$ cat src/rtl/alu_exe_pkg.sv
// alu_exe_pkg: op codes, issue-bundle layout, result FIFO entry and FSM state shared by the ALU execute stage.
package alu_exe_pkg;
    localparam int FIFO_DEPTH = 3;
    localparam int BUNDLE_W   = 177;
    localparam int OPR_LSB    = 0;
    localparam int OPL_LSB    = 32;
    localparam int OP_LSB     = 64;
    localparam int RD_LSB     = 68;
    localparam int WE_BIT     = 73;
    localparam int TAG_LSB    = 74;
    localparam int INSTR_TOP  = 176;

    localparam logic [3:0] NO_TAG   = 4'hF;
    localparam logic [3:0] OP_ADD   = 4'd0;
    localparam logic [3:0] OP_SUB   = 4'd1;
    localparam logic [3:0] OP_SLL   = 4'd2;
    localparam logic [3:0] OP_SLT   = 4'd3;
    localparam logic [3:0] OP_SLTU  = 4'd4;
    localparam logic [3:0] OP_XOR   = 4'd5;
    localparam logic [3:0] OP_SRL   = 4'd6;
    localparam logic [3:0] OP_SRA   = 4'd7;
    localparam logic [3:0] OP_OR    = 4'd8;
    localparam logic [3:0] OP_AND   = 4'd9;
    localparam logic [3:0] OP_PASSR = 4'd10;

    typedef struct packed {
        logic [4:0]  rd;
        logic        we;
        logic [31:0] data;
    } fifo_entry_t;

    typedef enum logic {ST_RUN = 1'b0, ST_SHIFT = 1'b1} state_t;

    function automatic logic is_shift(input logic [3:0] op);
        return (op == OP_SLL) || (op == OP_SRL) || (op == OP_SRA);
    endfunction

    function automatic logic [31:0] alu_calc(input logic [3:0] op, input logic [31:0] l, input logic [31:0] r);
        case (op)
            OP_ADD:   return l + r;
            OP_SUB:   return l - r;
            OP_SLL:   return l << r[4:0];
            OP_SLT:   return {31'd0, $signed(l) < $signed(r)};
            OP_SLTU:  return {31'd0, l < r};
            OP_XOR:   return l ^ r;
            OP_SRL:   return l >> r[4:0];
            OP_SRA:   return $unsigned($signed(l) >>> r[4:0]);
            OP_OR:    return l | r;
            OP_AND:   return l & r;
            OP_PASSR: return r;
            default:  return 32'h0;
        endcase
    endfunction
endpackage

$ cat src/rtl/alu_exe_result_fifo.sv
// alu_exe_result_fifo: 3-entry result queue with modulo-3 pointers and simultaneous push/pop.
module alu_exe_result_fifo
    import alu_exe_pkg::*;
(
    input  logic        clk,
    input  logic        rst,
    input  logic        i_Push_1,
    input  fifo_entry_t i_Entry,
    input  logic        i_Pop_1,
    output logic        o_Valid_1,
    output fifo_entry_t o_Head,
    output logic [1:0]  o_Count_2
);
    localparam logic [1:0] LAST = 2'(FIFO_DEPTH - 1);

    fifo_entry_t r_mem [FIFO_DEPTH];
    logic [1:0]  r_wr, r_rd, r_count;
    logic        w_push, w_pop;

    assign w_pop  = i_Pop_1 & (r_count != 2'd0);
    assign w_push = i_Push_1 & ((r_count != 2'(FIFO_DEPTH)) | w_pop);

    always_ff @(posedge clk or posedge rst) begin
        if (rst) begin
            for (int i = 0; i < FIFO_DEPTH; i++) r_mem[i] <= '0;
            r_wr    <= 2'd0;
            r_rd    <= 2'd0;
            r_count <= 2'd0;
        end else begin
            if (w_push) begin
                r_mem[r_wr] <= i_Entry;
                r_wr        <= (r_wr == LAST) ? 2'd0 : r_wr + 2'd1;
            end
            if (w_pop) r_rd <= (r_rd == LAST) ? 2'd0 : r_rd + 2'd1;
            r_count <= r_count + {1'b0, w_push} - {1'b0, w_pop};
        end
    end

    assign o_Valid_1 = r_count != 2'd0;
    assign o_Head    = r_mem[r_rd];
    assign o_Count_2 = r_count;
endmodule

$ cat src/rtl/alu_exe_stage.sv
// alu_exe_stage: ALU execute stage (S1 register, compute, bypass broadcast, result FIFO to writeback).
// Define ALU_EXE_SERIAL_SHIFT_EN to run SLL/SRL/SRA one bit per cycle instead of a barrel shifter.
module alu_exe_stage
    import alu_exe_pkg::*;
#(
    parameter int FIFO_DEPTH = 3
) (
    input  logic         clk,
    input  logic         rst,
    input  logic [176:0] i_InstructionToExe_177,
    input  logic         i_Drive_IssueToExe_1,
    output logic         o_Free_ExeToIssue_1,
    output logic         o_Drive_ExeToWb_1,
    input  logic         i_Free_WbToExe_1,
    output logic [4:0]   o_WbRd_5,
    output logic         o_WbEn_1,
    output logic [31:0]  o_WbData_32,
    output logic         o_BypassWrEn_1,
    output logic [3:0]   o_BypassTag_4,
    output logic [31:0]  o_BypassData_32
);
    localparam logic [2:0] CAP = 3'(FIFO_DEPTH);

    logic        r_init, r_s1_valid, r_s1_we, r_byp_en;
    logic [3:0]  r_s1_op, r_s1_tag, r_byp_tag;
    logic [4:0]  r_s1_rd;
    logic [31:0] r_s1_opl, r_s1_opr, r_byp_data;
    logic        w_in_xfer, w_run, w_s1_go, w_push, w_pop, w_fifo_valid, w_unused;
    logic [3:0]  w_push_tag;
    logic [1:0]  w_count;
    fifo_entry_t w_push_entry, w_head;

    assign w_unused            = ^i_InstructionToExe_177[INSTR_TOP:TAG_LSB+4];
    // r_init keeps ready low until the first edge after reset
    assign o_Free_ExeToIssue_1 = r_init & w_run & (({1'b0, w_count} + {2'b0, r_s1_valid}) < CAP);
    assign w_in_xfer           = i_Drive_IssueToExe_1 & o_Free_ExeToIssue_1;
    assign w_pop               = w_fifo_valid & i_Free_WbToExe_1;

`ifdef ALU_EXE_SERIAL_SHIFT_EN
    state_t      r_state, w_state_nxt;
    logic [4:0]  r_sh_cnt, r_sh_rd;
    logic [3:0]  r_sh_op, r_sh_tag;
    logic        r_sh_we, w_s1_shift, w_s1_push, w_sh_done;
    logic [31:0] r_sh_val, w_sh_nxt, w_s1_result;

    assign w_run       = r_state == ST_RUN;
    assign w_s1_shift  = r_s1_valid & w_run & is_shift(r_s1_op) & (r_s1_opr[4:0] != 5'd0);
    assign w_s1_push   = r_s1_valid & w_run & ~w_s1_shift;
    assign w_sh_done   = (r_state == ST_SHIFT) & (r_sh_cnt == 5'd1);
    assign w_sh_nxt    = (r_sh_op == OP_SLL) ? {r_sh_val[30:0], 1'b0} :
                         (r_sh_op == OP_SRL) ? {1'b0, r_sh_val[31:1]} : {r_sh_val[31], r_sh_val[31:1]};
    // shifts reaching this path have shamt 0, so the value passes through
    assign w_s1_result = is_shift(r_s1_op) ? r_s1_opl : alu_calc(r_s1_op, r_s1_opl, r_s1_opr);
    assign w_s1_go     = w_s1_push | w_s1_shift;
    assign w_push      = w_s1_push | w_sh_done;
    assign w_push_entry = w_sh_done ? {r_sh_rd, r_sh_we, w_sh_nxt} : {r_s1_rd, r_s1_we, w_s1_result};
    assign w_push_tag  = w_sh_done ? r_sh_tag : r_s1_tag;

    always_comb begin
        w_state_nxt = r_state;
        if (w_s1_shift) w_state_nxt = ST_SHIFT;
        else if (w_sh_done) w_state_nxt = ST_RUN;
    end

    always_ff @(posedge clk or posedge rst) begin
        if (rst) begin
            r_state  <= ST_RUN;
            r_sh_cnt <= 5'd0;
            r_sh_rd  <= 5'd0;
            r_sh_op  <= 4'd0;
            r_sh_tag <= 4'd0;
            r_sh_we  <= 1'b0;
            r_sh_val <= 32'd0;
        end else begin
            r_state <= w_state_nxt;
            if (w_s1_shift) begin
                r_sh_cnt <= r_s1_opr[4:0];
                r_sh_rd  <= r_s1_rd;
                r_sh_op  <= r_s1_op;
                r_sh_tag <= r_s1_tag;
                r_sh_we  <= r_s1_we;
                r_sh_val <= r_s1_opl;
            end else if (r_state == ST_SHIFT) begin
                r_sh_cnt <= r_sh_cnt - 5'd1;
                r_sh_val <= w_sh_nxt;
            end
        end
    end
`else
    assign w_run        = 1'b1;
    assign w_s1_go      = r_s1_valid;
    assign w_push       = r_s1_valid;
    assign w_push_entry = {r_s1_rd, r_s1_we, alu_calc(r_s1_op, r_s1_opl, r_s1_opr)};
    assign w_push_tag   = r_s1_tag;
`endif

    always_ff @(posedge clk or posedge rst) begin
        if (rst) begin
            r_init     <= 1'b0;
            r_s1_valid <= 1'b0;
            r_s1_we    <= 1'b0;
            r_s1_op    <= 4'd0;
            r_s1_tag   <= 4'd0;
            r_s1_rd    <= 5'd0;
            r_s1_opl   <= 32'd0;
            r_s1_opr   <= 32'd0;
            r_byp_en   <= 1'b0;
            r_byp_tag  <= 4'd0;
            r_byp_data <= 32'd0;
        end else begin
            r_init <= 1'b1;
            if (w_in_xfer) begin
                r_s1_valid <= 1'b1;
                r_s1_op    <= i_InstructionToExe_177[OP_LSB +: 4];
                r_s1_rd    <= i_InstructionToExe_177[RD_LSB +: 5];
                r_s1_we    <= i_InstructionToExe_177[WE_BIT];
                r_s1_tag   <= i_InstructionToExe_177[TAG_LSB +: 4];
                r_s1_opl   <= i_InstructionToExe_177[OPL_LSB +: 32];
                r_s1_opr   <= i_InstructionToExe_177[OPR_LSB +: 32];
            end else if (w_s1_go) begin
                r_s1_valid <= 1'b0;
            end
            r_byp_en <= w_push & (w_push_tag != NO_TAG);
            if (w_push) begin
                r_byp_tag  <= w_push_tag;
                r_byp_data <= w_push_entry.data;
            end
        end
    end

    alu_exe_result_fifo u_fifo (
        .clk       (clk),
        .rst       (rst),
        .i_Push_1  (w_push),
        .i_Entry   (w_push_entry),
        .i_Pop_1   (w_pop),
        .o_Valid_1 (w_fifo_valid),
        .o_Head    (w_head),
        .o_Count_2 (w_count)
    );

    assign o_Drive_ExeToWb_1 = w_fifo_valid;
    assign o_WbRd_5          = w_head.rd;
    assign o_WbEn_1          = w_head.we;
    assign o_WbData_32       = w_head.data;
    assign o_BypassWrEn_1    = r_byp_en;
    assign o_BypassTag_4     = r_byp_tag;
    assign o_BypassData_32   = r_byp_data;
endmodule
$ cat config.mk
export PLATFORM = sky130hd
export DESIGN_NAME = alu_exe_stage
export DESIGN_NICKNAME = d
export VERILOG_FILES = /design/src/rtl/alu_exe_pkg.sv /design/src/rtl/alu_exe_result_fifo.sv /design/src/rtl/alu_exe_stage.sv
export SDC_FILE = /design/constraint.sdc
export NUM_CORES = 1
export LEC_CHECK = 0
export BUFFER_PORTS_ARGS = -buffer_cell sky130_fd_sc_hd__buf_2
export CORE_ASPECT_RATIO = 0.8
export CORE_MARGIN = 2
export CORE_UTILIZATION = 40
export CTS_BUF_LIST = sky130_fd_sc_hd__clkbuf_8
export DETAILED_ROUTE_END_ITERATION = 7
export HOLD_SLACK_MARGIN = 0.06
export PLACE_DENSITY = 0.71
export RECOVER_POWER = 50
export SYNTH_ARGS = -nofsm -noshare
export SYNTH_HDL_FRONTEND = slang
export SYNTH_SLANG_ARGS = --single-unit
$ cat constraint.sdc
create_clock -name clk -period 21.2 [get_ports clk]
set_input_delay 1.06 -clock clk [delete_from_list [all_inputs] [get_ports clk]]
set_output_delay 1.06 -clock clk [all_outputs]
set_load 0.1 [all_outputs]
* Yosys cells after proc, flatten, opt, wreduce, memory -nomap -nowiden
Cells that the tools add are included.
W data, S select, Z words.
** Storage, ports and cells
- Bits in registers :: 237
- Latch bits :: 0
- Bits in writable memories :: 0
- Memory bits (read-only) :: 0
- Input bits :: 181
- Output and inout bits :: 77
- Word-level logic and storage cells :: 78
- Memories :: 0
** Operators by class
- $add $sub $neg :: 7
- $mul :: 0
- Divide/modulo/power cells :: 0
- $lt $le $gt $ge :: 6
- Equality and inequality tests :: 14
- Shift operators :: 3
- Mux-type cells :: 10
- Bitwise gates (word level) :: 12
- Reduce and logical (&&, ||, !) cells :: 3
** Operators with widths (number)
- $pmux W32 S11 :: 1
- $bwmux W114 :: 1
- $mux W38 :: 3
- $bmux W38 S2 :: 1
- $demux W38 S2 :: 1
- $lt A32 B32 Y1 :: 2
- $add A32 B32 Y32 :: 1
- $and A32 B32 Y32 :: 1
- $or A32 B32 Y32 :: 1
- $shl A32 B5 Y32 :: 1
- $shr A32 B5 Y32 :: 1
- $sshr A32 B5 Y32 :: 1
- $sub A32 B32 Y32 :: 1
- $xor A32 B32 Y32 :: 1
- $eq A4 B3 Y1 const B :: 4
- $eq A4 B4 Y1 const B :: 3
- $eq A4 B2 Y1 const B :: 2
- $and A1 B1 Y1 :: 6
- $ge A3 B3 Y1 const B :: 2
- $not A2 Y3 :: 2
- $add A2 B1 Y2 const B :: 2
- $eq A2 B2 Y1 const B :: 2
- $eq A4 B1 Y1 const B :: 1
- $logic_not A4 Y1 :: 1
- other kinds (12) :: 13

* Logic depth before layout (Yosys ltp)
- Word-level depth :: 7
- Mapped depth :: 17
- Mapped depth without buffers :: 12

* By module
A second synthesis with hierarchy kept.
** Unflattened totals
- Cell total of the unflattened synthesis :: 2129
- Area, all modules :: 19399.9 um^2
** By module, submodules not included
- alu_exe_stage :: times used 1, cells an instance 1735, area an instance 13978.4 um^2, seq. area each 2927.8 um^2
- alu_exe_result_fifo :: times used 1, cells an instance 394, area an instance 5421.4 um^2, seq. area each 3002.9 um^2

* Worst setup path after synthesis
No wires, ideal clock.
- Path type :: reg2reg
- Start point :: reg r_s1_valid
- End point :: reg r_s1_op[3]
- Setup time :: 0.125 ns
- Arrival :: 4.397 ns
- Required time :: 21.075 ns
- Slack :: 16.678 ns
- Stages on the path, launching flop included :: 8
- Buffers on the path :: 2
- Period minus slack after synthesis :: 4.522 ns
- Path through :: dfrtp_1 > ha_1 > ha_1 > a211oi_1 > and2_1 > clkbuf_1 > buf_1 > mux2_2
** Between the ends
- Longest elaborated chain between the ends :: 4
** Ends and longest elaborated chain
- from (decl) :: RTL line alu_exe_stage.sv:24 : logic r_init, r_s1_valid, r_s1_we, r_byp_en;
- from (signal assigned) :: RTL line alu_exe_stage.sv:100 : r_s1_valid <= 1'b0;
- from (signal assigned) :: RTL line alu_exe_stage.sv:113 : r_s1_valid <= 1'b1;
- from (signal assigned) :: RTL line alu_exe_stage.sv:121 : r_s1_valid <= 1'b0;
- $add A2 B1 Y3 :: RTL line alu_exe_stage.sv:35 : assign o_Free_ExeToIssue_1 = r_init & w_run & (({1'b0, w_count} + {2'b0, r_s1_valid}) < CAP);
- $lt A3 B2 Y1 :: RTL line alu_exe_stage.sv:35
- $and A1 B1 Y1 :: RTL line alu_exe_stage.sv:35
- via o_Free_ExeToIssue_1 :: RTL line alu_exe_stage.sv:12 : output logic o_Free_ExeToIssue_1,
- $and A1 B1 Y1 :: RTL line alu_exe_stage.sv:36 : assign w_in_xfer = i_Drive_IssueToExe_1 & o_Free_ExeToIssue_1;
- to (signal assigned) :: RTL line alu_exe_stage.sv:114 : r_s1_op <= i_InstructionToExe_177[OP_LSB +: 4];
- to (decl) :: RTL line alu_exe_stage.sv:25 : logic [3:0] r_s1_op, r_s1_tag, r_byp_tag;
The timed path passes the listed nets, and every way through them passes these cells.
A chain may end at the register's enable or synchronous reset.

==> impl_metrics.tcl <==
set metrics [dict create \
    cts_tree "built" \
    synthTopCellsByArea "dfrtp_1, mux2_2, ha_1, nand2_1, mux4_2" \
    crit_family "buffers and inverters" \
    max_stage_delay_ns 2.62 \
    start_util 0.407 \
    synth-edff-count 0 \
    hold_buffers 0 \
    grt_max_degree 106 \
    max_freq_ghz 0.110 \
    cp.depth 4 \
    ant_nets 0 \
    synth_seq_cells 237 \
    status "finished with violations" \
    setup_viol 0 \
    die_y_um 200 \
    grt_usage 0.310 \
    grt_overflow 0 \
    gp_congestion 1.01 \
    grt_pass1_vias 17745 \
    dr.pass1.iters 6 \
    io_pins 258 \
    crit_arrival_ns 9.04 \
    slowest_stage "clkinvlp_2" \
    reg2reg_depth 7 \
    grt_first_pass_wirelength_um 116000 \
    synthTopCellsByCount "nand2_1, dfrtp_1, o21ai_0" \
    rsz0062_at_grt "no" \
    die-area_um2 49700 \
    cts_setup_buffers 0 \
    area_delta_synth_final_pct 10.8 \
    synth_top_area_cell "dfrtp_1" \
    cts_sinks 237 \
    synth_most_common_cell "nand2_1" \
    hp-class "reg2reg" \
    fin_nets 2588 \
    avgRoutedWirePerCell_um 26.7 \
    cp_common_cell "clkbuf_1" \
    worstPathRequired_ns 21.13 \
    htreeDepth 2 \
    synth_area_per_cell_um2 8.65 \
    yosysUniqueCellTypes 97 \
    timing.rr.end "r_s1_opr[22]$_DFFE_PP0P_" \
    crit_chain "buf_2, clkinvlp_2, clkbuf_1, clkbuf_1" \
    ff2ff_setup_slack_ns 14.38 \
    io_buffers 158 \
    drive_gt1_frac 0.186 \
    fin_worst_skew_ns 0.0509 \
    crit_buf_inv 4 \
    synth_area_um2 19200 \
    syn_inst 2217 \
    drcViolationCount 0 \
    cp-startpoint "rst" \
    async_flop_share 1.00 \
    synth_top_cell_area_share 0.309 \
    start_kind "primary input" \
    num_rows 71 \
    viasPerCell 6.35 \
    period_needed_ns 9.11 \
    r2r_start "u_fifo.o_Count_2[0]$_DFF_PP0_" \
    ctsResizeCount 0 \
    cts_buffer_depth 3 \
    path_clk_slew_ns 0.06 \
    worst_pin_slew_ns 4.72 \
    antenna_found_initial 9 \
    fin_setup_tns_ns 0 \
    dpl.hpwl_um 58800 \
    clk_latency_ns 0.64 \
    violations "max-capacitance violations, max-slew violations" \
    cap_violations 9 \
    finalHoldViolCount 0 \
    final_core_util 0.450 \
    critPathMaxFanout 105 \
    vias 18792 \
    coreArea_um2 47200 \
    final.period_utilization 0.430 \
    timing.hold.worst_path_depth 2 \
    path_class "in2async" \
    dr.first_iter.drc_count 2497 \
    cp-end-kind "asynchronous set/reset pin" \
    cts-root-buf "clkbuf_8" \
    numCtsBuffers 43 \
    routed_wl_um 78900 \
    n_fill_cell 4590 \
    relSlewSlack -2.16 \
    seq_area_frac_synth 0.309 \
    die_x_um 249 \
    yosysWarningCount 0 \
    synthFlopType "dfrtp_1" \
    syn_nets 2507 \
    crit_path_end "o_BypassData_32[27]$_DFFE_PP0P_" \
    drv_slew 538 \
]
==> how the worst min path moves through the flow <==
| stage | start | to | slack (ns) |
|---|---|---|---|
| after floorplan | u_fifo.r_mem[32]$_DFFE_PP0P_ | u_fifo.r_mem[32]$_DFFE_PP0P_ | 0.45 |
| after global placement | u_fifo.r_mem[35]$_DFFE_PP0P_ | u_fifo.r_mem[35]$_DFFE_PP0P_ | 0.46 |
| after detailed placement | u_fifo.r_mem[73]$_DFFE_PP0P_ | u_fifo.r_mem[73]$_DFFE_PP0P_ | 0.47 |
| after CTS | u_fifo.r_mem[32]$_DFFE_PP0P_ | u_fifo.r_mem[32]$_DFFE_PP0P_ | 0.48 |
| after global routing | u_fifo.r_mem[71]$_DFFE_PP0P_ | u_fifo.r_mem[71]$_DFFE_PP0P_ | 0.51 |
| final | u_fifo.r_mem[42]$_DFFE_PP0P_ | u_fifo.r_mem[42]$_DFFE_PP0P_ | 0.48 |
==> per-layer routing <==
layer / global-route usage / part of all wire / wire length (um)
met1: 0.440 / 0.43 / 33700
met2: 0.448 / 0.42 / 33100
met3: 0.0816 / 0.11 / 9020
met4: 0.126 / 0.039 / 3040
met5: 0 / 0.00013 / 10
==> layout make-up <==
cell class | instances | area [um2] | share of cell area
clock buffer | 52 | 716 | 0.0337
antenna | 7 | 17.5 | 0.000824
tap | 620 | 776 | 0.0365
timing repair buffer | 197 | 1010 | 0.0477
sequential | 237 | 5940 | 0.280
multi-input combinational | 1716 | 12200 | 0.575
inverter | 103 | 388 | 0.0183
clock inverter | 26 | 180 | 0.00848
==> logic make-up after synthesis <==
family / count (synthesis) / share of synthesized area
and+or+nand+nor: 661 / 0.150
AOI/OAI and AO/OA: 660 / 0.223
muxes: 272 / 0.182
buffers and inverters: 264 / 0.0575
DFF: 237 / 0.309
adders and majority gates: 109 / 0.0719
xor gates and xnor gates: 13 / 0.00594
other: 1 / 0.000196
==> cell usage in the layout, fill, tap and decap left out, types with 26 or more instances in the layout <==
cell / synthesis / layout
nand2_1: 314 / 314
a211oi_1: 33 / 33
dfrtp_1: 237 / 230
nor3_1: 50 / 48
inv_1: 97 / 113
clkbuf_1: 113 / 44
buf_4: 1 / 33
a21oi_1: 132 / 132
o21ai_0: 187 / 188
a21o_1: 26 / 26
nor2_1: 180 / 180
buf_2: 27 / 120
ha_1: 107 / 107
o21ai_1: 28 / 27
mux4_2: 45 / 45
mux2i_1: 90 / 90
clkbuf_8: 0 / 52
mux2_2: 128 / 128
==> stage by stage <==
step           setup slack [ns]  instances  instance area, um2  hold WS, ns
2_1_floorplan             13.64       2217               19200        0.446
3_3_place_gp              16.23       2873               20400        0.461
3_5_place_dp              16.24       2873               20400        0.468
4_1_cts                   16.18       2951               21300        0.482
5_1_grt                   10.17       2955               21200        0.506
6_report                  12.09       2958               21200        0.483
==> worst register-to-register path: cells and delay by family (launching register included) <==
family                   cells  cell delay (ns)
AND/OR/NAND/NOR              2             2.35
buffers and inverters        1             2.82
adder cells (fa/ha/maj)      2             0.48
flip-flops                   1             0.41
AO/OA/AOI/OAI                2             0.63
==> sequential cells by signal, indices dropped and copies added (netlist names) <==
register	cells
o_BypassData_32	32
o_BypassTag_4	4
o_BypassWrEn_1	1
r_init	1
r_s1_op	4
r_s1_opl	32
r_s1_opr	32
r_s1_rd	5
r_s1_tag	4
r_s1_valid	1
r_s1_we	1
u_fifo.o_Count_2	2
u_fifo.r_mem	114
u_fifo.r_rd	2
u_fifo.r_wr	2
Power is left out: the tool's default activity adds up to more than one toggle a clock period on the data nets, which glitch-free logic cannot reach.
